$ cat src/rtl/digit_serial_adder.sv
// Digit-serial add/subtract unit: WIDTH-bit operands, DIGIT bits per cycle.
// Results are valid/ready handshaked and held until the consumer takes them.
module digit_serial_adder #(
  parameter int WIDTH = 16,
  parameter int DIGIT = 4
) (
  input  logic             clk,
  input  logic             rst,
  input  logic             in_valid,
  output logic             in_ready,
  input  logic [WIDTH-1:0] a,
  input  logic [WIDTH-1:0] b,
  input  logic             sub,
  output logic             out_valid,
  input  logic             out_ready,
  output logic [WIDTH-1:0] sum,
  output logic             cout,
  output logic             ovf,
  output logic             busy
);

  localparam int N  = WIDTH / DIGIT;
  localparam int CW = (N > 1) ? $clog2(N) : 1;

  generate
    if (DIGIT < 1 || DIGIT > WIDTH || (WIDTH % DIGIT) != 0) begin : g_bad_param
      $error("digit_serial_adder: DIGIT must divide WIDTH");
    end
  endgenerate

  typedef enum logic [1:0] {
    IDLE,
    RUN,
    DONE
  } state_t;

  state_t st, st_nx;

  logic [WIDTH-1:0] op_a;
  logic [WIDTH-1:0] op_b;
  logic [WIDTH-1:0] sum_q;
  logic             carry;
  logic             cout_q;
  logic             ovf_q;
  logic [CW-1:0]    cnt;

  logic             last;
  logic [DIGIT:0]   dsum;
  logic             msb_cin;
  logic [WIDTH-1:0] d_ext;
  logic [WIDTH-1:0] sum_shift;

  assign last = (cnt == CW'(N - 1));

  assign dsum = {1'b0, op_a[DIGIT-1:0]}
              + {1'b0, op_b[DIGIT-1:0]}
              + {{DIGIT{1'b0}}, carry};

  // carry into the top bit of the digit, recovered from its sum bit
  assign msb_cin = dsum[DIGIT-1] ^ op_a[DIGIT-1] ^ op_b[DIGIT-1];

  always_comb begin
    d_ext = '0;
    d_ext[DIGIT-1:0] = dsum[DIGIT-1:0];
  end

  // new digit enters at the top; after N cycles it lands in place
  assign sum_shift = (sum_q >> DIGIT) | (d_ext << (WIDTH - DIGIT));

  always_ff @(posedge clk or posedge rst) begin
    if (rst) st <= IDLE;
    else     st <= st_nx;
  end

  always_comb begin
    st_nx = st;
    unique case (st)
      IDLE:    if (in_valid)  st_nx = RUN;
      RUN:     if (last)      st_nx = DONE;
      DONE:    if (out_ready) st_nx = IDLE;
      default: st_nx = IDLE;
    endcase
  end

  always_ff @(posedge clk or posedge rst) begin
    if (rst) begin
      op_a   <= '0;
      op_b   <= '0;
      sum_q  <= '0;
      carry  <= 1'b0;
      cout_q <= 1'b0;
      ovf_q  <= 1'b0;
      cnt    <= '0;
    end else if (st == IDLE && in_valid) begin
      op_a  <= a;
      op_b  <= sub ? ~b : b;
      carry <= sub;
      cnt   <= '0;
    end else if (st == RUN) begin
      op_a  <= op_a >> DIGIT;
      op_b  <= op_b >> DIGIT;
      carry <= dsum[DIGIT];
      sum_q <= sum_shift;
      cnt   <= cnt + CW'(1);
      if (last) begin
        cout_q <= dsum[DIGIT];
        ovf_q  <= msb_cin ^ dsum[DIGIT];
      end
    end
  end

  assign in_ready  = (st == IDLE);
  assign out_valid = (st == DONE);
  assign busy      = (st != IDLE);
  assign sum       = sum_q;
  assign cout      = cout_q;
  assign ovf       = ovf_q;

endmodule

$ cat config.mk
export PLATFORM = sky130hd
export DESIGN_NAME = digit_serial_adder
export DESIGN_NICKNAME = d
export VERILOG_FILES = /design/src/rtl/digit_serial_adder.sv
export SDC_FILE = /design/constraint.sdc
export NUM_CORES = 1
export LEC_CHECK = 0
export CAP_MARGIN = 20
export CORE_AREA = 2 2 75 77
export CTS_CLUSTER_DIAMETER = 40
export DETAILED_ROUTE_END_ITERATION = 7
export DIE_AREA = 0 0 77 79
export MAX_ROUTING_LAYER = met4
export PLACE_DENSITY = 0.78
export RECOVER_POWER = 100
export SYNTH_ARGS = -nofsm -noshare
export SYNTH_HDL_FRONTEND = slang
export SYNTH_SLANG_ARGS = --single-unit
$ cat constraint.sdc
create_clock -name clk -period 2.6 [get_ports clk]
set_clock_uncertainty 0.2 [all_clocks]
set_input_delay 0.26 -clock clk [delete_from_list [all_inputs] [get_ports clk]]
set_output_delay 0.26 -clock clk [all_outputs]
set_load 0.05 [all_outputs]
==> results of run 1 <==
[where the power goes]
| part | leakage (nW) | internal, mW | total, mW | switching, mW |
|---|---|---|---|---|
| Clock | 0.0513 | 0.283 | 0.543 | 0.260 |
| Combinational | 0.808 | 0.803 | 2.30 | 1.50 |
| Sequential | 0.694 | 1.26 | 1.51 | 0.251 |
[cell type report]
class                      count  area (sq um)
timing repair buffer          63         601.8
tap                           72         90.09
multi-input combinational    199          1076
sequential                    55          1376
clock inverter                 1         30.03
inverter                       5         18.77
fill                         458          2072
clock buffer                   6         72.57
[registers in the layout, summed over array words and instances, names as in the netlist]
name / cells
carry: 1
cnt: 2
cout: 1
op_a: 16
op_b: 16
ovf: 1
st: 2
sum: 16
[metrics by stage]
stage	worst slack (ns)	power, mW
finish	0.2999	4.357
floorplan	0.6118	3.341
CTS	0.3721	4.534
global placement	0.5632	3.893
detailed placement	0.4635	3.987
global route	0.2133	4.716
[worst min-delay path by stage]
stage | endpoint | cells past startpoint | slack, ns | start
final | op_a[13]$_DFFE_PP0P_ | 3 | 0.27 | a[13]
after global routing | op_a[14]$_DFFE_PP0P_ | 3 | 0.28 | a[14]
after CTS | sum[2]$_DFFE_PP0P_ | 3 | 0.12 | rst
after detailed placement | sum[1]$_DFFE_PP0P_ | 2 | 0.26 | sum[1]$_DFFE_PP0P_
after global placement | sum[3]$_DFFE_PP0P_ | 2 | 0.26 | sum[3]$_DFFE_PP0P_
after floorplan | op_a[12]$_DFFE_PP0P_ | 2 | 0.17 | a[12]
[cell families (layout without fill, tap and decap cells)]
group                      after synthesis  after routing  synth area share [%]
buffers and inverters                   22             75                 4.559
adders and majority gates                6              6                 3.492
AOI/OAI and AO/OA                       41             41                 10.52
and+or+nand+nor                        131            131                 20.66
xor gates and xnor gates                21             21                 7.420
DFF                                     55             55                 53.35
[per-layer routing]
metal / wire length, um / global-route usage, %
met3: 196 / 3.068
met5: 0 / -
met2: 2432 / 29.39
met4: 112 / 7.679
met1: 2232 / 23.48
[critical path: stages, from the launching register on]
cell and delay, ns:
dfrtp_1 0.42, nor2_1 0.21, dlygate4sd3_1 0.91
[cells in the final DEF (no fill, tap or decap), types with 2 or more instances in the layout]
master and count:
dfrtp_1 55, nand3_1 8, clkbuf_8 5, o21ai_0 12, clkdlybuf4s50_1 35, fa_1 2
nand2_1 101, a31oi_1 9, dlygate4sd3_1 22, a221o_1 3, clkbuf_1 4, nor2_1 15
buf_4 2, ha_1 4, xor2_1 10, nand2b_1 3, xnor2_1 10, inv_1 4
a22oi_1 12
==> results.py, run 1 <==
metrics = {
    "final_layout": {
        "drive_above_1_share_pct": 3.951,
        "utilization_pct": 61.18,
        "finalNonFillerCells": 401,
        "postLayoutCellArea_sq_um": 3266,
        "syn_to_final_growth_pct": 26.58,
        "diodes": 0,
        "nets": 372,
    },
    "clock_network": {
        "clkTransAtPathRegs_ns": 0.09,
        "htreeDepth": 2,
        "cts_tree": "done",
        "cts_root_buffer": "clkbuf_8",
        "clk_latency_ns": 0.31,
        "cts_sinks": 55,
        "cts_buffers": 5,
        "cts_setup_buffers": 0,
        "hold_buffers": 0,
        "cts_resized": 0,
        "clk_path_buf_depth": 2,
    },
    "timing": {
        "drv_slew": 0,
        "max_freq_ghz": 0.4348,
        "hold_viol_final": 0,
        "fin_crit_ns": 2.300,
        "relSlewSlack_pct": 13.04,
        "worst_slew_pin_slew_ns": 1.304,
        "setup_violations": 0,
        "rsz0062_at_grt": "false",
        "period_share_pct": 88.47,
        "tns_ns": 0,
        "hold_ws_ns": 0.2711,
    },
    "global_route": {
        "grt.overflow.total": 0,
        "grt_usage_pct": 18.34,
        "grt_pass1_wl_um": 8611,
        "grt_max_degree": 56,
        "grt_pass1_vias": 1872,
        "antenna_found_initial": 0,
    },
    "drt": {
        "dr.first_iter.drc_count": 95,
        "drt_pass1_iterations": 4,
        "drc": 0,
        "vias_per_cell": 5.080,
        "drt_wl_total_um": 4975,
        "via_count": 2037,
        "ant_nets": 0,
        "post_drt_wl_per_cell_um": 12.41,
    },
    "setup_path": {
        "crit_type": "reg -> out",
        "rr_worst_depth": 8,
        "critPathLaunchType": "flip-flop",
        "r2r-end": "ovf$_DFFE_PP0P_",
        "worstSetupEndpointType": "primary output",
        "cp_data_required_time_ns": 2.14,
        "crit_fanout": 4,
        "r2r_start": "op_a[0]$_DFFE_PP0P_",
        "crit_path_start": "st[0]$_DFFE_PP0P_",
        "reg2reg_slack_ns": 0.45,
        "crit_end": "in_ready",
        "cp.arrival_ns": 1.84,
    },
    "logic_synthesis": {
        "synth_ff_type": "dfrtp_1",
        "synth_nets": 319,
        "synth_cell_types": 28,
        "yosysMostFrequentCell": "nand2_1",
        "post-synth-top-area-fraction_pct": 53.35,
        "synthCells": 276,
        "synth_warnings": 0,
        "syn_area_sq_um": 2580,
        "synth_enable_flop_cells": 0,
        "synth-seq-area-share_pct": 53.35,
        "syn_avg_cell_area_sq_um": 9.348,
        "ys_ff_latch": 55,
        "synth_top_area_cell": "dfrtp_1",
        "synthTopCellsByArea": "dfrtp_1 (53%), nand2_1 (15%), a22oi_1 (3.5%)",
        "synth-async-reset-ratio_pct": 100.0,
        "synth_common_cells": "nand2_1 (101), dfrtp_1 (55), nor2_1 (14), o21ai_1 (13), a22oi_1 (12)",
    },
    "outcome": {
        "status": "finished clean",
    },
    "place": {
        "hpwlAfterDp_um": 3495,
        "gp_congestion": 0.7905,
        "io_buffer_count": 57,
        "place_inst": 394,
        "placed_area_sq_um": 3199,
    },
    "worst_hold_path": {
        "hold_class": "in -> reg",
    },
    "power": {
        "ir_worst_vdd_uv": 794.8,
        "leakagePower_nw": 1.553,
        "power_density_nw_per_um2": 1334,
    },
    "floorplanning": {
        "die_h_um": 79,
        "die_x_um": 77,
        "start_util_pct": 48.34,
        "pin_count": 58,
        "dieArea_sq_um": 6083,
        "num_rows": 27,
        "coreArea_sq_um": 5338,
    },
    "run": {
        "maxCapViolCount": 0,
    },
}
No activity file was read; power rests on OpenSTA's default activity.
==> run 2: changes to the inputs <==
SLEW_MARGIN = 30   (was default)
==> results of run 2 <==
No change in the layout: final DEF, timing and power equal those of run 1.
==> variant 1, RTL diff (settings of run 2) <==
The 3 states of `state_t` get a one-hot encoding in 3 bits.
--- a/src/rtl/digit_serial_adder.sv
+++ b/src/rtl/digit_serial_adder.sv
@@ -30,6 +30,6 @@
 
-  typedef enum logic [1:0] {
-    IDLE,
-    RUN,
-    DONE
+  typedef enum logic [2:0] {
+    IDLE = 3'b001,
+    RUN  = 3'b010,
+    DONE = 3'b100
   } state_t;
Formal check against the unedited RTL: no difference found for any inputs over 10 cycles, from zero or initial values and one cycle with rst high; not proved beyond that.
==> variant 1 against run 2 <==
  * Worst setup slack lost 0.18 ns
  * Area after synthesis is 4.0% higher
  * Routed wire length grew 2.0%
  * Sequential share of layout area decreased by 0.18 points
  * Sequential cell count grew 1
  * Core utilization increased by 1.4 points
  * Cell area is 2.3% higher
  * First-iteration DRC count fell by 22%
  * Combinational power fell by 11%
  * Total power down 8.3%
  * Critical path type is now reg2reg
  * Largest power group unchanged
  * Highest routed layer unchanged
==> variant 1: results (changes against run 2) <==
leading cell types by total area after synthesis=dfrtp_1 (51%), nand2_1 (14%), xor2_1 (4.2%) (was dfrtp_1 (53%), nand2_1 (15%), a22oi_1 (3.5%)); CP Launch Point=op_a[0] (was st[0]); register area share after synthesis=0.5229 (was 0.5335); sw frac=0.4457 (was 0.4614); CP max FO=3 (was 4); Post-DP HPWL=3655 um (was 3495 um); Synthesized Nets=331 (was 319); status=finished, final reports clean (unchanged); Global Route Usage Sum=0.1922 (was 0.1834); cell family with most CP delay=adder cells (was buffers and inverters); Post-DP Area=3289 sq um (was 3199 sq um); worst min path class=reg2reg (was in2reg); RD Place Congestion=0.8389 (was 0.7905); GR Layer Usage met1=0.2246 (was 0.2348); 1st-iter DRT viols=74 (was 95); largest net degree at the start of global routing=41 (was 56); fin cells=415 (was 401); layout cells sized above 1=0.05539 (was 0.03951); Synth top cells by count=nand2_1 (102), dfrtp_1 (55), nor2_1 (18) (was nand2_1 (101), dfrtp_1 (55), nor2_1 (14)); first-pass GRT wire length=9101 um (was 8611 um); detail-routed via count per cell=4.952 (was 5.080); Leak=1.602 nW (was 1.553 nW); Critical Path AT=2.46 ns (was 1.84 ns); Hold EP=sum[0] (was op_a[13]); fin crit period=2.478 ns (was 2.300 ns); layout net count=385 (was 372); M3 GR Usage=0.03636 (was 0.03068); WHS=0.2738 ns (was 0.2711 ns); met2 wire len=2445 um (was 2432 um); vias in the first global route=2101 (was 1872); maximum vdd ir drop=0.4719 mV (was 0.7948 mV); worst-margin pin slew=0.9920 ns (was 1.304 ns)
## variant 1: changes by cell type after synthesis, moves of 3 or more
cell            run 2  this run
xor2_1             10        13
a221o_1             3         0
a21oi_1             1         6
nor2_1             14        18
o21ai_1            13         6
buf_2              10         5
o21ai_0             0         5
buf_6               2         6
## variant 1: final cells by class
cell class | count | area (sq um) | share of cell area
inverter | 7 | 26.28 | 0.007862
clock buffer | 8 | 80.08 | 0.02396
timing repair buffer | 65 | 619.3 | 0.1853
tap | 72 | 90.09 | 0.02696
multi-input combinational | 207 | 1124 | 0.3362
sequential | 56 | 1403 | 0.4197
## variant 1: logic make-up after synthesis
family,share of synthesized area
AOI/OAI and AO/OA,0.1045
muxes,0.008395
DFF,0.5229
xor gates and xnor gates,0.06856
buffers and inverters,0.05690
adders and majority gates,0.03358
and+or+nand+nor,0.2052
==> variant 2, RTL diff (config.mk and constraints of run 2) <==
Without the edit above. `DIGIT`: 4 -> 8.
--- a/src/rtl/digit_serial_adder.sv
+++ b/src/rtl/digit_serial_adder.sv
@@ -4,3 +4,3 @@
   parameter int WIDTH = 16,
-  parameter int DIGIT = 4
+  parameter int DIGIT = 8
 ) (
Behaviour: not the same (a bounded check fails within 4 cycles, from zero or initial values and one cycle with rst high).
==> variant 2 against run 2 <==
  * First-iteration DRC count rose by 9.5%
  * Total power rose by 2.8%
  * Cell area rose by 3.1%
  * Worst setup slack got worse by 0.16 ns
  * Area after synthesis rose by 0.48%
  * Register-to-register slack got worse by 0.31 ns
  * Routed wire length rose by 8.1%
  * Maximum frequency fell by 6.7%
  * Sequential cell count fell by 1
==> variant 2: results (changes against run 2) <==
slack of the worst reg-to-reg path=0.14 ns (was 0.45 ns); 1st-iter DRT viols=104 (was 95); Comb. pwr=2.49 mW (was 2.30 mW); vias in the first global route=2148 (was 1872); I/O Buffers=57 (unchanged); Global Route Usage Sum=0.2080 (was 0.1834); Critical Path AT=2.45 ns (was 1.84 ns); CP max FO=3 (was 4); cell family with most CP delay=compound AO/OA/AOI/OAI gates (was buffers and inverters); Post-DP HPWL=4092 um (was 3495 um); detail-routed via count per cell=5.178 (was 5.080); Syn Area/Cell=9.566 sq um (was 9.348 sq um); WL final=5376 um (was 4975 um); Synthesized Nets=317 (was 319); RD Place Congestion=0.8913 (was 0.7905); Synth top cells by count=nand2_1 (73), dfrtp_1 (54), o21ai_0 (22) (was nand2_1 (101), dfrtp_1 (55), nor2_1 (14)); register area share after synthesis=0.5212 (was 0.5335); average wire per standard cell=13.27 um (was 12.41 um); layout net count=378 (was 372); FF-to-FF path depth=9 (was 8); H-tree depth=2 (unchanged); maximum vdd ir drop=0.5395 mV (was 0.7948 mV); worst min path class=reg2reg (was in2reg); max incr delay on CP=0.42 ns (was 0.91 ns); met2 wire len=2808 um (was 2432 um); M3 GR Usage=0.04318 (was 0.03068); worst-margin pin slew=0.9652 ns (was 1.304 ns); leading cell types by total area after synthesis=dfrtp_1 (52%), nand2_1 (11%), xnor2_1 (6.4%) (was dfrtp_1 (53%), nand2_1 (15%), a22oi_1 (3.5%)); met2 usage=0.3605 (was 0.2939); Pint=2.410 mW (was 2.346 mW); layout cells sized above 1=0.05706 (was 0.03951); period utilization=0.9478 (was 0.8847); post-synth cell types=30 (was 28); fillcell total=475 (was 458); combinational power share=0.555 (was 0.529); Seq pwr share=0.328 (was 0.347); largest net degree at the start of global routing=29 (was 56); metal3 WL=165 um (was 196 um); Post-DP Area=3279 sq um (was 3199 sq um); Synth Flop Type=dfrtp_1 (unchanged); Leak=1.587 nW (was 1.553 nW); drt first pass iters=4 (unchanged); CP Launch Point=op_a[0] (was st[0]); worst setup path end=ovf (was in_ready); first-pass GRT wire length=9660 um (was 8611 um); Pwr Density=1330 nW/um^2 (was 1334 nW/um^2); GR Layer Usage met1=0.2441 (was 0.2348); status=finished, final reports clean (unchanged); slowest CP cell=dfrtp_1 (was dlygate4sd3_1); placed cells=395 (was 394); buffer depth of the longest clock path=2 (unchanged); M1 WL=2340 um (was 2232 um); pre-CTS WS=0.1022 ns (was 0.4635 ns)
## variant 2: final cells by class
type                            count  area share
Inverter                            8    0.008919
Multi-Input combinational cell    194      0.3415
Timing Repair Buffer               69      0.1888
Tap cell                           72     0.02676
Clock buffer                        8     0.03270
Sequential cell                    54      0.4013
## variant 2: cell families after synthesis
group,count (synthesis),share of synthesized area
AND/OR/NAND/NOR,110,0.1742
flip-flops,54,0.5212
AO/OA/AOI/OAI,53,0.1419
buffers and inverters,23,0.03620
XOR/XNOR,22,0.07722
adder cells (fa/ha/maj),9,0.04923
## variant 2: worst min-delay path by stage
| stage | from | endpoint | slack (ns) | cells after the start |
|---|---|---|---|---|
| after global routing | a[12] | op_a[12] | 0.29 | 3 |
| after CTS | rst | st[1] | 0.15 | 2 |
| after floorplan | a[10] | op_a[10] | 0.17 | 2 |
| final | sum[0] | sum[0] | 0.27 | 2 |
| after detailed placement | sum[0] | sum[0] | 0.26 | 2 |
| after global placement | sum[4] | sum[4] | 0.26 | 2 |
